--- config.mk ---
export PLATFORM = sky130hd
export DESIGN_NAME = par_port_ctrl
export DESIGN_NICKNAME = d
export VERILOG_FILES = /design/src/rtl/par_port_ctrl.sv
export SDC_FILE = /design/constraint.sdc
export NUM_CORES = 1
export LEC_CHECK = 0
export BUFFER_PORTS_ARGS = -buffer_cell sky130_fd_sc_hd__clkbuf_2
export CAP_MARGIN = 20
export CORE_ASPECT_RATIO = 2
export CORE_UTILIZATION = 50
export DETAILED_ROUTE_END_ITERATION = 16
export GPL_TIMING_DRIVEN = 0
export PLACE_DENSITY = 0.84
export SYNTH_ARGS = -nofsm -noshare
export SYNTH_HDL_FRONTEND = slang
export SYNTH_SLANG_ARGS = --single-unit
--- constraint.sdc ---
create_clock -name clk -period 1.6 [get_ports clk]
set_clock_uncertainty 0.15 [all_clocks]
set_input_delay 0.16 -clock clk [delete_from_list [all_inputs] [get_ports clk]]
set_output_delay 0.16 -clock clk [all_outputs]
set_load 0.005 [all_outputs]
--- src/rtl/par_port_ctrl.sv ---
// par_port_ctrl: WIDTH-bit bidirectional parallel port with synchronised, edge-detected pin interrupts
module par_port_ctrl #(
    parameter int               WIDTH       = 8,
    parameter int               SYNC_STAGES = 2,
    parameter logic [WIDTH-1:0] DIR_RST     = '0,
    parameter logic [WIDTH-1:0] OUT_RST     = '0
) (
    input  logic             clk,
    input  logic             rst,
    input  logic             wr_en,
    input  logic             rd_en,
    input  logic [2:0]       addr,
    input  logic [WIDTH-1:0] wdata,
    output logic [WIDTH-1:0] rdata,
    input  logic [WIDTH-1:0] pin_in,
    output logic [WIDTH-1:0] pin_out,
    output logic [WIDTH-1:0] pin_oe,
    output logic             irq
);
    localparam logic [2:0] A_DIR  = 3'd0;
    localparam logic [2:0] A_OUT  = 3'd1;
    localparam logic [2:0] A_SET  = 3'd2;
    localparam logic [2:0] A_CLR  = 3'd3;
    localparam logic [2:0] A_IN   = 3'd4;
    localparam logic [2:0] A_IEN  = 3'd5;
    localparam logic [2:0] A_STAT = 3'd6;
    localparam logic [2:0] A_EDGE = 3'd7;

    logic [SYNC_STAGES-1:0][WIDTH-1:0] sync_q;
    logic [WIDTH-1:0] dir_q, dir_d, out_q, out_d, ien_q, ien_d, edge_q, edge_d;
    logic [WIDTH-1:0] stat_q, stat_d, prev_q, rdata_q, rdata_d;
    logic [WIDTH-1:0] sync, events, w1c;

    assign rdata   = rdata_q;
    assign pin_out = out_q;
    assign pin_oe  = dir_q;
    assign irq     = |(stat_q & ien_q);

    // Next-state: register writes, edge events (input bits only), sticky status with set beating W1C, read mux
    always_comb begin
        sync   = sync_q[SYNC_STAGES-1];
        events = ((sync & ~prev_q & edge_q) | (~sync & prev_q & ~edge_q)) & ~dir_q;
        dir_d  = (wr_en && addr == A_DIR) ? wdata : dir_q;
        out_d  = !wr_en          ? out_q :
                 addr == A_OUT   ? wdata :
                 addr == A_SET   ? out_q | wdata :
                 addr == A_CLR   ? out_q & ~wdata : out_q;
        ien_d  = (wr_en && addr == A_IEN) ? wdata : ien_q;
        edge_d = (wr_en && addr == A_EDGE) ? wdata : edge_q;
        w1c    = (wr_en && addr == A_STAT) ? wdata : '0;
        stat_d = (stat_q & ~w1c) | events;
        rdata_d = rdata_q;
        if (rd_en) begin
            case (addr)
                A_DIR:   rdata_d = dir_q;
                A_OUT:   rdata_d = out_q;
                A_IN:    rdata_d = sync;
                A_IEN:   rdata_d = ien_q;
                A_STAT:  rdata_d = stat_q;
                A_EDGE:  rdata_d = edge_q;
                default: rdata_d = '0;
            endcase
        end
    end

    // State registers, synchroniser chain and previous-sample tracker
    always_ff @(posedge clk or negedge rst) begin
        if (!rst) begin
            dir_q   <= DIR_RST;
            out_q   <= OUT_RST;
            ien_q   <= '0;
            edge_q  <= '0;
            stat_q  <= '0;
            sync_q  <= '0;
            prev_q  <= '0;
            rdata_q <= '0;
        end else begin
            dir_q   <= dir_d;
            out_q   <= out_d;
            ien_q   <= ien_d;
            edge_q  <= edge_d;
            stat_q  <= stat_d;
            sync_q  <= {sync_q[SYNC_STAGES-2:0], pin_in};
            prev_q  <= sync;
            rdata_q <= rdata_d;
        end
    end
endmodule

After elaboration in Yosys (flattened, before gate mapping)
Cells that the tools add are included.
W data, S select, Z words.
{ "word_totals": {"input_bits": 23, "regBits": 72, "elab_cells": 46, "out_inout_bits": 25} }
{ "op_classes": {"bitwise": 17, "eq_ne": 7, "muxes": 5, "reduce_logical": 8} }
{ "op_table": {"columns": ["operator", "count"], "rows": [
  ["$and A8 B8 Y8", 8],
  ["$not A8 Y8", 6],
  ["$pmux W8 S6", 1],
  ["$mux W8", 4],
  ["$or A8 B8 Y8", 3],
  ["$eq A3 B3 Y1 const B", 4],
  ["$reduce_or A8 Y1", 1],
  ["$eq A3 B2 Y1 const B", 2],
  ["$logic_and A1 B1 Y1", 4],
  ["$eq A3 B1 Y1 const B", 1],
  ["$logic_not A3 Y1", 1],
  ["$reduce_bool A3 Y1", 1],
  ["$reduce_and A2 Y1", 1]
]} }

Longest topological paths before layout
Gate-level depths: netlist of the first run.
{ "depth": {"word_depth": 6, "depth_mapped": 6, "depth_no_buf": 4} }

Least setup slack after synthesis of the first run
No wires, ideal clock.
{ "synth_path": {"kind": "reg-to-reg", "from": "register (tool-made name)", "to": "register rdata_q[2] (netlist: rdata[2])", "slack_ns": 0.276, "period_less_slack_ns": 1.324, "path_stages_with_launch": 5, "path_buffers": 0, "arrival_time_ns": 1.035, "cell_sequence": "dfrtp_1 > nor2b_1 > a32o_1 > a221oi_1 > o221ai_1"} }
{ "synth_lines": {"columns": ["item", "line_no", "rtl"], "rows": [
  ["end signal, assigned", "85", "rdata_q <= rdata_d;"],
  ["end, declared", "31", "logic [WIDTH-1:0] stat_q, stat_d, prev_q, rdata_q, rdata_d;"]
]} }

Worst setup path after layout of the first run
{ "layout_path": {"from": "register ien_q[1]", "to": "output irq"} }
{ "layout_between": {"elab_chain_cells": 2} }
{ "layout_lines": {"columns": ["item", "line_no", "rtl"], "rows": [
  ["start, declared", "30", "logic [WIDTH-1:0] dir_q, dir_d, out_q, out_d, ien_q, ien_d, edge_q, edge_d;"],
  ["start signal, assigned", "80", "ien_q <= ien_d;"],
  ["$and A8 B8 Y8", "37", "assign irq = |(stat_q & ien_q);"],
  ["$reduce_or A8 Y1", "37", null],
  ["end, declared", "18", "output logic irq"]
]} }
No other way between the ends.

==> results by group, run 1 <==
Status
  – Failing checks: DRC
  – Status: finished, violations left

Yosys
  – #FFs+latches synth: 72
  – Post-synth net total: 284
  – Cell area after synthesis: just over 3000 µm²
  – Async set-reset flop share out of synthesis: 1.00
  – Ys Warns: 0
  – Synth cell types: 38
  – Share of the yosys chip area belonging to registers: 0.579
  – Avg Inst Size Synth: about 12 µm²
  – Synth Instances: 261
  – Top FF cell, synth: dfrtp_1
  – Number of synthesized flops with an enable pin: 0

Floorplan
  – Die Area: 6560 µm²
  – Core Box Area: 6010 µm²
  – Height of the die: 114 µm
  – I/O pins: 48
  – Die width: between 50 and 60 µm
  – Rows: 40
  – Starting Density: 0.518

Min path
  – Worst min path class: input pin to async pin

Final layout
  – Layout cells sized above 1: 0.305
  – Most common cell after layout, fill and taps aside: dfrtp_1
  – Finished Cell Area: 3950 µm²
  – Commonest cells after routing, fill and taps aside: dfrtp_1, clkbuf_2, mux2_2
  – Area growth syn-to-layout: 26.9%
  – Layout Nets: roughly 360
  – Antenna cells: 0
  – Fill count: 465
  – Layout Utilization: 0.658

Timing
  – Worst Max-Slew Pin Slew: 0.776 ns
  – Min Tclk post-route: around 1.5 ns
  – Slew HR: 0.481
  – RSZ-0062 raised after global routing: no
  – Final Hold Viols: 0
  – Fin crit share: 0.965
  – Final setup viols: 0
  – Fin. max-slew vios: 0
  – Highest clock rate: 0.648 GHz

Detailed routing
  – ANT nets after route: 0
  – DRT iter0 DRCs: between 70 and 80
  – Total routed wirelength: 7360 µm
  – Routed vias: between 2,000 and 2,500
  – TritonRoute pass-1 iters: 10
  – # DRC: 2
  – Wire per inst: roughly 18 µm
  – Average vias per placed instance: 6.00

Clock tree
  – Maximum clock insertion buffer count: 2
  – Clk root buf: clkbuf_16
  – H-tree levels: 3
  – Worst skew pair latency: approximately 0.33 ns
  – Postcts setup bufs: 0
  – CTS tree: done
  – CTS buffer count: 9
  – CTS sink count: 72
  – Worst-path clk slew: roughly 0.05 ns

Global route
  – First-pass GRT wire length: 11,800 µm
  – Total track usage: 0.250
  – Antenna violations before repair: 0
  – Grt total ovfl: 0
  – Largest net degree at the start of global routing: 63
  – Number of global-route vias before repair: 2,396

Worst setup path
  – WP data arrival: 1.23 ns
  – Worst Setup End Kind: output pin
  – Crit path buf inv count: 1
  – Startpoint Class: flip-flop
  – Crit path kind: flip-flop to output pin
  – WP data required: 1.29 ns
  – Critical path's top delay family: flip-flops
  – Slowest stage cell on the critical path: dfrtp_1
  – CP Max Fanout: 3
  – CP cell instances: a22oi_2 -> nand4_1 -> clkbuf_2
  – CP max stage delay: 0.39 ns

Pwr
  – Leak pwr: 1.77 nW
  – PD cells: about 1300 nW/µm²
  – Power Total: 5.18 mW
  – VDD IR max: 0.982 mV

Place
  – RD Place Congestion: 0.850
  – HPWL after DPL: 5040 µm
  – Placed cell areas: approximately 3500 µm²
  – PortBufs: 46

Flow run
  – Max cap viols: 0
## final timing paths
kind	slack, ns	startpoint	cells after the start	endpoint
worst max-delay path	0.06	ien_q[1]$_DFFE_PN0P_	3	irq
max in group asynchronous	0.66	rst	3	sync[5]$_DFF_PN0_
min in group clk	0.10	rd_en	3	rdata[1]$_DFFE_PN0P_
worst min-delay path	0.09	rst	2	stat_q[4]$_DFF_PN0_
worst max register to register	0.14	sync[0]$_DFF_PN0_	3	rdata[0]$_DFFE_PN0P_
worst min register to register	0.19	sync_q[1]$_DFF_PN0_	0	sync[1]$_DFF_PN0_
## cell usage after synthesis (4+ instances only)
cell | count | area [µm²]
dfrtp_1 | 72 | 1800
mux2_2 | 25 | 282
nor2_1 | 24 | 90.1
a21oi_1 | 20 | 100
nand2_1 | 20 | 75.1
mux2i_1 | 12 | 120
a211oi_1 | 9 | 67.6
nor2b_1 | 8 | 50.1
o2bb2ai_1 | 8 | 70.1
a22oi_1 | 6 | 45.0
buf_4 | 4 | 30.0
inv_1 | 4 | 15.0
nand2b_1 | 4 | 25.0
nand3_1 | 4 | 20.0
o221ai_1 | 4 | 35.0
## stage by stage
| step | setup TNS [ns] | setup slack [ns] | hold WS (ns) | instances |
|---|---|---|---|---|
| after floorplan | 0 | 0.276 | -0.286 | 261 |
| final | 0 | 0.0558 | 0.0913 | 404 |
| after global routing | 0 | 0.0110 | 0.0956 | 404 |
| after global placement | -20.94 | -0.286 | 0.118 | 370 |
| after CTS | 0 | 0.0537 | 0.0796 | 404 |
| after detailed placement | -1.19 | -0.108 | -0.106 | 371 |
## report_power, final
| part | total, mW | switching, mW | internal, mW |
|---|---|---|---|
| Sequential | 2.34 | 0.252 | 2.08 |
| Combinational | 0.768 | 0.347 | 0.421 |
| Clock | 2.08 | 0.704 | 1.37 |
| Total | 5.18 | 1.30 | 3.88 |
## cells by family after synthesis
kind of cell           Yosys count  share of synthesized area
multiplexers                    38                      0.136
AND/OR/NAND/NOR                 73                      0.117
flip-flops                      72                      0.579
buffers and inverters           14                     0.0253
AO/OA/AOI/OAI                   64                      0.142
## routing by layer
metal,share of wire,global-route usage
met1,0.39,0.279
met2,0.51,0.409
met3,0.046,0.0680
met4,0.052,0.165
met5,0,0
## final cells by class
| type | instances | area (µm²) | share of cell area |
|---|---|---|---|
| flip-flops and latches | 72 | 1800 | 0.456 |
| multi-input cells | 175 | 1240 | 0.314 |
| repair buffers | 64 | 430 | 0.109 |
| clock buffers | 14 | 284 | 0.0719 |
| well taps | 63 | 78.8 | 0.0200 |
| plain buffers | 10 | 63.8 | 0.0162 |
| clock inverters | 2 | 35.0 | 0.00887 |
| inverters | 4 | 15.0 | 0.00380 |
## timing repair
item                                    in CTS  in global routing
hold buffers                                17                  0
endpoints found under the setup margin       1                  1
gates resized for setup                      1                  1
endpoints found under the hold margin       99                  0
Note: power is estimated with default switching activity, not from simulation.
==> run 2, diff against run 1 <==
--- a/config.mk
+++ b/config.mk
@@ -7,11 +7,13 @@
 export LEC_CHECK = 0
 export BUFFER_PORTS_ARGS = -buffer_cell sky130_fd_sc_hd__clkbuf_2
 export CAP_MARGIN = 20
+export CELL_PAD_IN_SITES_DETAIL_PLACEMENT = 1
+export CELL_PAD_IN_SITES_GLOBAL_PLACEMENT = 2
 export CORE_ASPECT_RATIO = 2
-export CORE_UTILIZATION = 50
+export CORE_UTILIZATION = 37
 export DETAILED_ROUTE_END_ITERATION = 16
 export GPL_TIMING_DRIVEN = 0
-export PLACE_DENSITY = 0.84
+export PLACE_DENSITY = 0.9
 export SYNTH_ARGS = -nofsm -noshare
 export SYNTH_HDL_FRONTEND = slang
 export SYNTH_SLANG_ARGS = --single-unit
==> run 2 against run 1 <==
The run now ends clean. Die area rose by 34%. Critical path type unchanged. Register-to-register slack worse by 0.04 ns. Maximum frequency decreased by 0.44%. Design area increased by 0.70%. Power down 1.2%. First-iteration DRC count rose by 87%. Sequential share of layout area decreased by 0.32 points. Worst hold slack lost 0.0099 ns. Sequential power hardly changed.
==> results by group, run 2 (same netlist as run 1, synthesis figures left out) <==
Status
  – Status: completed (was finished, violations left)

Worst setup path
  – WP data arrival: 1.24 ns (was 1.23 ns)
  – Startpoint Class: flip-flop (unchanged)
  – R2r startpoint: stat_q[0]$_DFF_PN0_ (was sync[0]$_DFF_PN0_)
  – WP data required: 1.29 ns (about the same)
  – CP Max Fanout: 3 (unchanged)
  – Crit path kind: flip-flop to output pin (unchanged)
  – Worst Setup End Kind: output pin (unchanged)
  – Crit path launch: ien_q[1]$_DFFE_PN0P_ (unchanged)

Clock tree
  – CTS buffer count: 9 (unchanged)
  – Clk root buf: clkbuf_16 (unchanged)
  – Maximum clock insertion buffer count: 2 (unchanged)
  – H-tree levels: 3 (unchanged)
  – Worst-path clk slew: 0.06 ns (was 0.05 ns)
  – CTS sink count: 72 (unchanged)
  – Worst skew pair latency: 0.34 ns (was 0.33 ns)
  – CTS tree: done (unchanged)
  – Postcts setup bufs: 0 (unchanged)

Final layout
  – Layout cells sized above 1: 0.311 (was 0.305)
  – Antenna cells: 0 (unchanged)
  – Commonest cells after routing, fill and taps aside: dfrtp_1, clkbuf_2, mux2_2 (unchanged)
  – Most common cell after layout, fill and taps aside: dfrtp_1 (unchanged)
  – Layout Nets: 359 (unchanged)
  – Area growth syn-to-layout: 27.8% (was 26.9%)

Floorplan
  – Core Box Area: 8230 µm² (was 6010 µm²)
  – Height of the die: 132 µm (was 114 µm)
  – Rows: 47 (was 40)
  – Starting Density: 0.378 (was 0.518)
  – I/O pins: 48 (unchanged)
  – Die width: 66.8 µm (was 57.8 µm)
  – Die Area: 8800 µm² (was 6560 µm²)

Place
  – HPWL after DPL: 6050 µm (was 5040 µm)
  – Place WS: -0.143 ns (was -0.108 ns)
  – RD Place Congestion: 0.844 (was 0.850)
  – PortBufs: 46 (unchanged)

Detailed routing
  – Average vias per placed instance: 5.40 (was 6.00)
  – ANT nets after route: 0 (unchanged)
  – # DRC: 0 (was 2)
  – Routed vias: 2,370 (was 2,423)
  – Total routed wirelength: 8590 µm (was 7360 µm)
  – DRT iter0 DRCs: 140 (was 75)
  – TritonRoute pass-1 iters: 4 (was 10)
  – Wire per inst: 19.6 µm (was 18.2 µm)

Timing
  – Worst Max-Slew Pin Slew: 0.851 ns (was 0.776 ns)
  – Highest clock rate: 0.645 GHz (was 0.648 GHz)
  – Fin crit share: 0.969 (was 0.965)
  – Min Hold Slack: 0.0814 ns (was 0.0913 ns)
  – Final setup viols: 0 (unchanged)
  – Slew HR: 0.430 (was 0.481)
  – Worst Setup Slack, final: 0.0490 ns (was 0.0558 ns)
  – Final Hold Viols: 0 (unchanged)
  – RSZ-0062 raised after global routing: no (unchanged)
  – Min Tclk post-route: 1.55 ns (was 1.54 ns)
  – Fin. max-slew vios: 0 (unchanged)

Min path
  – Worst min path class: input pin to async pin (unchanged)

Global route
  – Largest net degree at the start of global routing: 62 (was 63)
  – Number of global-route vias before repair: 2,668 (was 2,396)
  – First-pass GRT wire length: 14,200 µm (was 11,800 µm)
  – Grt total ovfl: 0 (unchanged)
  – Total track usage: 0.224 (was 0.250)
  – Antenna violations before repair: 0 (unchanged)

Pwr
  – Leak pwr: 1.75 nW (was 1.77 nW)
  – VDD IR max: 0.594 mV (was 0.982 mV)
  – PD cells: 1290 nW/µm² (was 1310 nW/µm²)

Flow run
  – Max cap viols: 0 (unchanged)
run 2: changes by cell type in the layout (fill, tap and decap cells not counted), sizes merged:
cell	before	now
clkbuf	62	57
clkinv	1	4
clkinvlp	0	2
run 2: layer usage:
layer  wire length, µm  track usage
met1              3380        0.265
met2              4670        0.369
met3               276       0.0486
met4               261        0.109
met5                 0            0
run 2: where the power goes:
group,leakage (nW),switching (mW),internal [mW]
clock,0.141,0.783,1.20
sequential,0.850,0.268,2.08
combinational,0.758,0.358,0.425
total,1.75,1.41,3.71
run 2: cell type report:
cell class / instances / area, µm²
buffer: 10 / 63.8
clock buffer: 9 / 225
multi-input combinational: 175 / 1250
inverter: 4 / 15.0
fill: 930 / 4260
timing repair buffer: 64 / 430
tap: 98 / 123
sequential: 72 / 1800
clock inverter: 7 / 72.6
run 2: critical path: stages, from the launching register on:
cell	delay, ns
dfrtp_1	0.41
a22oi_2	0.22
nand4_1	0.15
clkbuf_2	0.14
run 2: metrics by stage:
step / util / cell area (µm²) / power (mW) / TNS (ns) / instances
floorplan: - / 3110 / 2.73 / 0 / 261
global placement: 0.421 / 3460 / 3.05 / -25.55 / 405
detailed placement: 0.424 / 3490 / 3.12 / -2.09 / 406
CTS: 0.482 / 3970 / 5.16 / 0 / 439
global route: 0.483 / 3980 / 5.35 / 0 / 439
finish: 0.483 / 3980 / 5.12 / 0 / 439
run 2: path summary, 6_finish.rpt:
check	to	slack, ns	cells after the start
setup / recovery	irq	0.05	3
hold / removal	async pin	0.08	2
setup reg to reg	rdata[0]$_DFFE_PN0P_	0.10	3
hold reg to reg	sync[0]$_DFF_PN0_	0.20	0
max in group asynchronous	stat_q[4]$_DFF_PN0_	0.66	3
min in group clk	rdata[1]$_DFFE_PN0P_	0.14	3
run 2: timing repair:
action	4_1_cts	5_1_grt
resized for setup	1	2
hold buffers	17	0
endpoints found under the hold margin	91	0
setup endpoints to repair	1	1
==> run 3, diff against run 2 <==
--- a/config.mk
+++ b/config.mk
@@ -10,6 +10,7 @@
 export CELL_PAD_IN_SITES_DETAIL_PLACEMENT = 1
 export CELL_PAD_IN_SITES_GLOBAL_PLACEMENT = 2
 export CORE_ASPECT_RATIO = 2
+export CORE_MARGIN = 5
 export CORE_UTILIZATION = 37
 export DETAILED_ROUTE_END_ITERATION = 16
 export GPL_TIMING_DRIVEN = 0
==> run 3 against run 2 <==
Sequential cell count unchanged. Worst hold slack improved by 0.054 ns. Design area decreased by 0.22%. Via count increased by 2.4%. Die area increased by 19%. Sequential share of layout area increased by 0.10 points. Power decreased by 3.3%. Setup slack improved by 0.0090 ns. Combinational power increased by 3.7%. Utilization decreased by 0.11 points. Final cell count increased by 0.68%. Clock power decreased by 9.5%. Largest power group unchanged.
==> results by group, run 3 (same netlist as run 1, synthesis figures left out) <==
Detailed routing
  – Routed vias: 2,426 (was 2,370)
  – Total routed wirelength: 8630 µm (was 8590 µm)
  – Wire per inst: 19.5 µm (was 19.6 µm)
  – ANT nets after route: 0 (unchanged)
  – Average vias per placed instance: 5.49 (was 5.40)
  – TritonRoute pass-1 iters: 4 (unchanged)
  – # DRC: 0 (unchanged)
  – DRT iter0 DRCs: 123 (was 140)

Timing
  – Min Tclk post-route: 1.54 ns (was 1.55 ns)
  – RSZ-0062 raised after global routing: yes (was no)
  – Worst Max-Slew Pin Slew: 0.832 ns (was 0.851 ns)
  – Highest clock rate: 0.648 GHz (was 0.645 GHz)
  – Final setup viols: 0 (unchanged)
  – Slew HR: 0.443 (was 0.430)
  – Fin crit share: 0.964 (was 0.969)
  – Fin. max-slew vios: 0 (unchanged)
  – Final Hold Viols: 0 (unchanged)
  – Min Hold Slack: 0.136 ns (was 0.0814 ns)

Final layout
  – Non-filler cells, final: 442 (was 439)
  – Antenna cells: 0 (unchanged)
  – Commonest cells after routing, fill and taps aside: dfrtp_1, clkbuf_2, mux2_2 (unchanged)
  – Layout cells sized above 1: 0.311 (about the same)
  – Area growth syn-to-layout: 27.5% (was 27.8%)
  – Most common cell after layout, fill and taps aside: dfrtp_1 (unchanged)
  – Fill count: 929 (was 930)
  – Layout Nets: 362 (was 359)

Floorplan
  – I/O pins: 48 (unchanged)
  – Starting Density: 0.378 (unchanged)
  – Die Area: 10,500 µm² (was 8800 µm²)
  – Die width: 74.8 µm (was 66.8 µm)
  – Core Box Area: 8230 µm² (unchanged)
  – Height of the die: 140 µm (was 132 µm)
  – Rows: 47 (unchanged)

Worst setup path
  – Crit path kind: flip-flop to output pin (unchanged)
  – Worst Setup End Kind: output pin (unchanged)
  – CP Max Fanout: 2 (was 3)
  – WP data required: 1.29 ns (about the same)
  – Startpoint Class: flip-flop (unchanged)
  – WP data arrival: 1.23 ns (was 1.24 ns)

Pwr
  – Sequential share of power: 0.472 (was 0.459)
  – PD cells: 1250 nW/µm² (was 1290 nW/µm²)
  – VDD IR max: 0.715 mV (was 0.594 mV)
  – Switching pwr: 1.34 mW (was 1.41 mW)
  – Clock power frac: 0.364 (was 0.388)
  – Leak pwr: 1.76 nW (was 1.75 nW)
  – Sw Share: 0.272 (was 0.275)
  – Int Power: 3.61 mW (was 3.71 mW)
  – Combinational power share: 0.164 (was 0.153)

Place
  – RD Place Congestion: 0.825 (was 0.844)
  – HPWL after DPL: 6280 µm (was 6050 µm)
  – PortBufs: 46 (unchanged)
  – Placed Cells: 406 (unchanged)

Clock tree
  – H-tree levels: 3 (unchanged)
  – Worst-path clk slew: 0.06 ns (about the same)
  – Maximum clock insertion buffer count: 2 (unchanged)
  – CTS tree: done (unchanged)
  – Clk root buf: clkbuf_16 (unchanged)
  – Worst skew pair latency: 0.33 ns (was 0.34 ns)
  – CTS sink count: 72 (unchanged)
  – CTS buffer count: 9 (unchanged)

Min path
  – Worst min path class: input pin to flip-flop (was input pin to async pin)

Global route
  – Number of global-route vias before repair: 2,618 (was 2,668)
  – First-pass GRT wire length: 13,700 µm (was 14,200 µm)
  – Grt total ovfl: 0 (unchanged)
  – Total track usage: 0.177 (was 0.224)
  – Antenna violations before repair: 0 (unchanged)
  – Largest net degree at the start of global routing: 47 (was 62)

Status
  – Status: completed (unchanged)

Flow run
  – Max cap viols: 0 (unchanged)
run 3: changes by cell type in the layout (fill, tap and decap cells not counted), sizes merged:
| cell | delta |
|---|---|
| clkbuf | +2 |
| clkinvlp | -2 |
| buf | +4 |
| bufinv | -1 |
run 3: layout make-up:
cell class                      count  area [µm²]  share of cell area
Sequential cell                    72        1800               0.454
Inverter                            4        15.0             0.00378
Multi-Input combinational cell    175        1250               0.314
Timing Repair Buffer               67         453               0.114
Tap cell                           98         123              0.0309
Clock buffer                       12         246              0.0621
Clock inverter                      4        20.0             0.00504
Buffer                             10        63.8              0.0161
run 3: power groups by stage:
stage,logic [mW],registers (mW),clock network (mW)
2_1_floorplan,0.446,2.29,0
3_3_place_gp,0.709,2.35,0
3_5_place_dp,0.753,2.37,0
4_1_cts,0.794,2.34,1.84
5_1_grt,0.895,2.38,1.92
6_report,0.811,2.34,1.80
run 3: layer usage:
layer  part of all wire  vias up  wire, µm  global-route usage
met3              0.036       18       309              0.0318
met2               0.55       49      4790               0.310
met4              0.033        0       286              0.0957
met5                  0        -         0                   0
met1               0.38     1242      3250               0.192
li1                   -     1117         -                   -
run 3: path summary, 6_finish.rpt:
path,slack (ns),cells past startpoint,from,end
setup / recovery,0.06,3,stat_q[1]$_DFF_PN0_,irq
hold / removal,0.14,3,rd_en,rdata[1]$_DFFE_PN0P_
setup reg to reg,0.14,4,flip-flop,rdata[7]$_DFFE_PN0P_
hold reg to reg,0.20,0,sync_q[1]$_DFF_PN0_,sync[1]$_DFF_PN0_
max in group asynchronous,0.56,3,rst,prev_q[2]$_DFF_PN0_
min in group asynchronous,0.18,2,rst,pin_oe[4]$_DFFE_PN0P_
run 3: repair_timing:
item | 4_1_cts | 5_1_grt
endpoints found under the setup margin | 1 | 1
hold endpoints to repair | 48 | 0
gates resized for setup | 1 | 3
hold buffers | 17 | 0
pin swaps | 0 | 3
buffers inserted | 0 | 3
run 3: worst max-delay path, cell delays in order, from the launching register on:
cell and delay [ns]:
dfrtp_1 0.40, a22oi_2 0.22, nand4_1 0.14, buf_2 0.15
run 3: stage by stage:
| step | setup TNS (ns) | power, mW | area, µm² | util | setup WS (ns) |
|---|---|---|---|---|---|
| final | 0 | 4.95 | 3970 | 0.482 | 0.0580 |
| after global placement | -26.56 | 3.06 | 3460 | 0.421 | -0.349 |
| after detailed placement | -2.70 | 3.12 | 3490 | 0.424 | -0.227 |
| after floorplan | 0 | 2.73 | 3110 | - | 0.276 |
| after CTS | 0 | 4.97 | 3940 | 0.478 | 0.0414 |
| after global routing | -0.000783 | 5.20 | 3970 | 0.482 | -0.000783 |
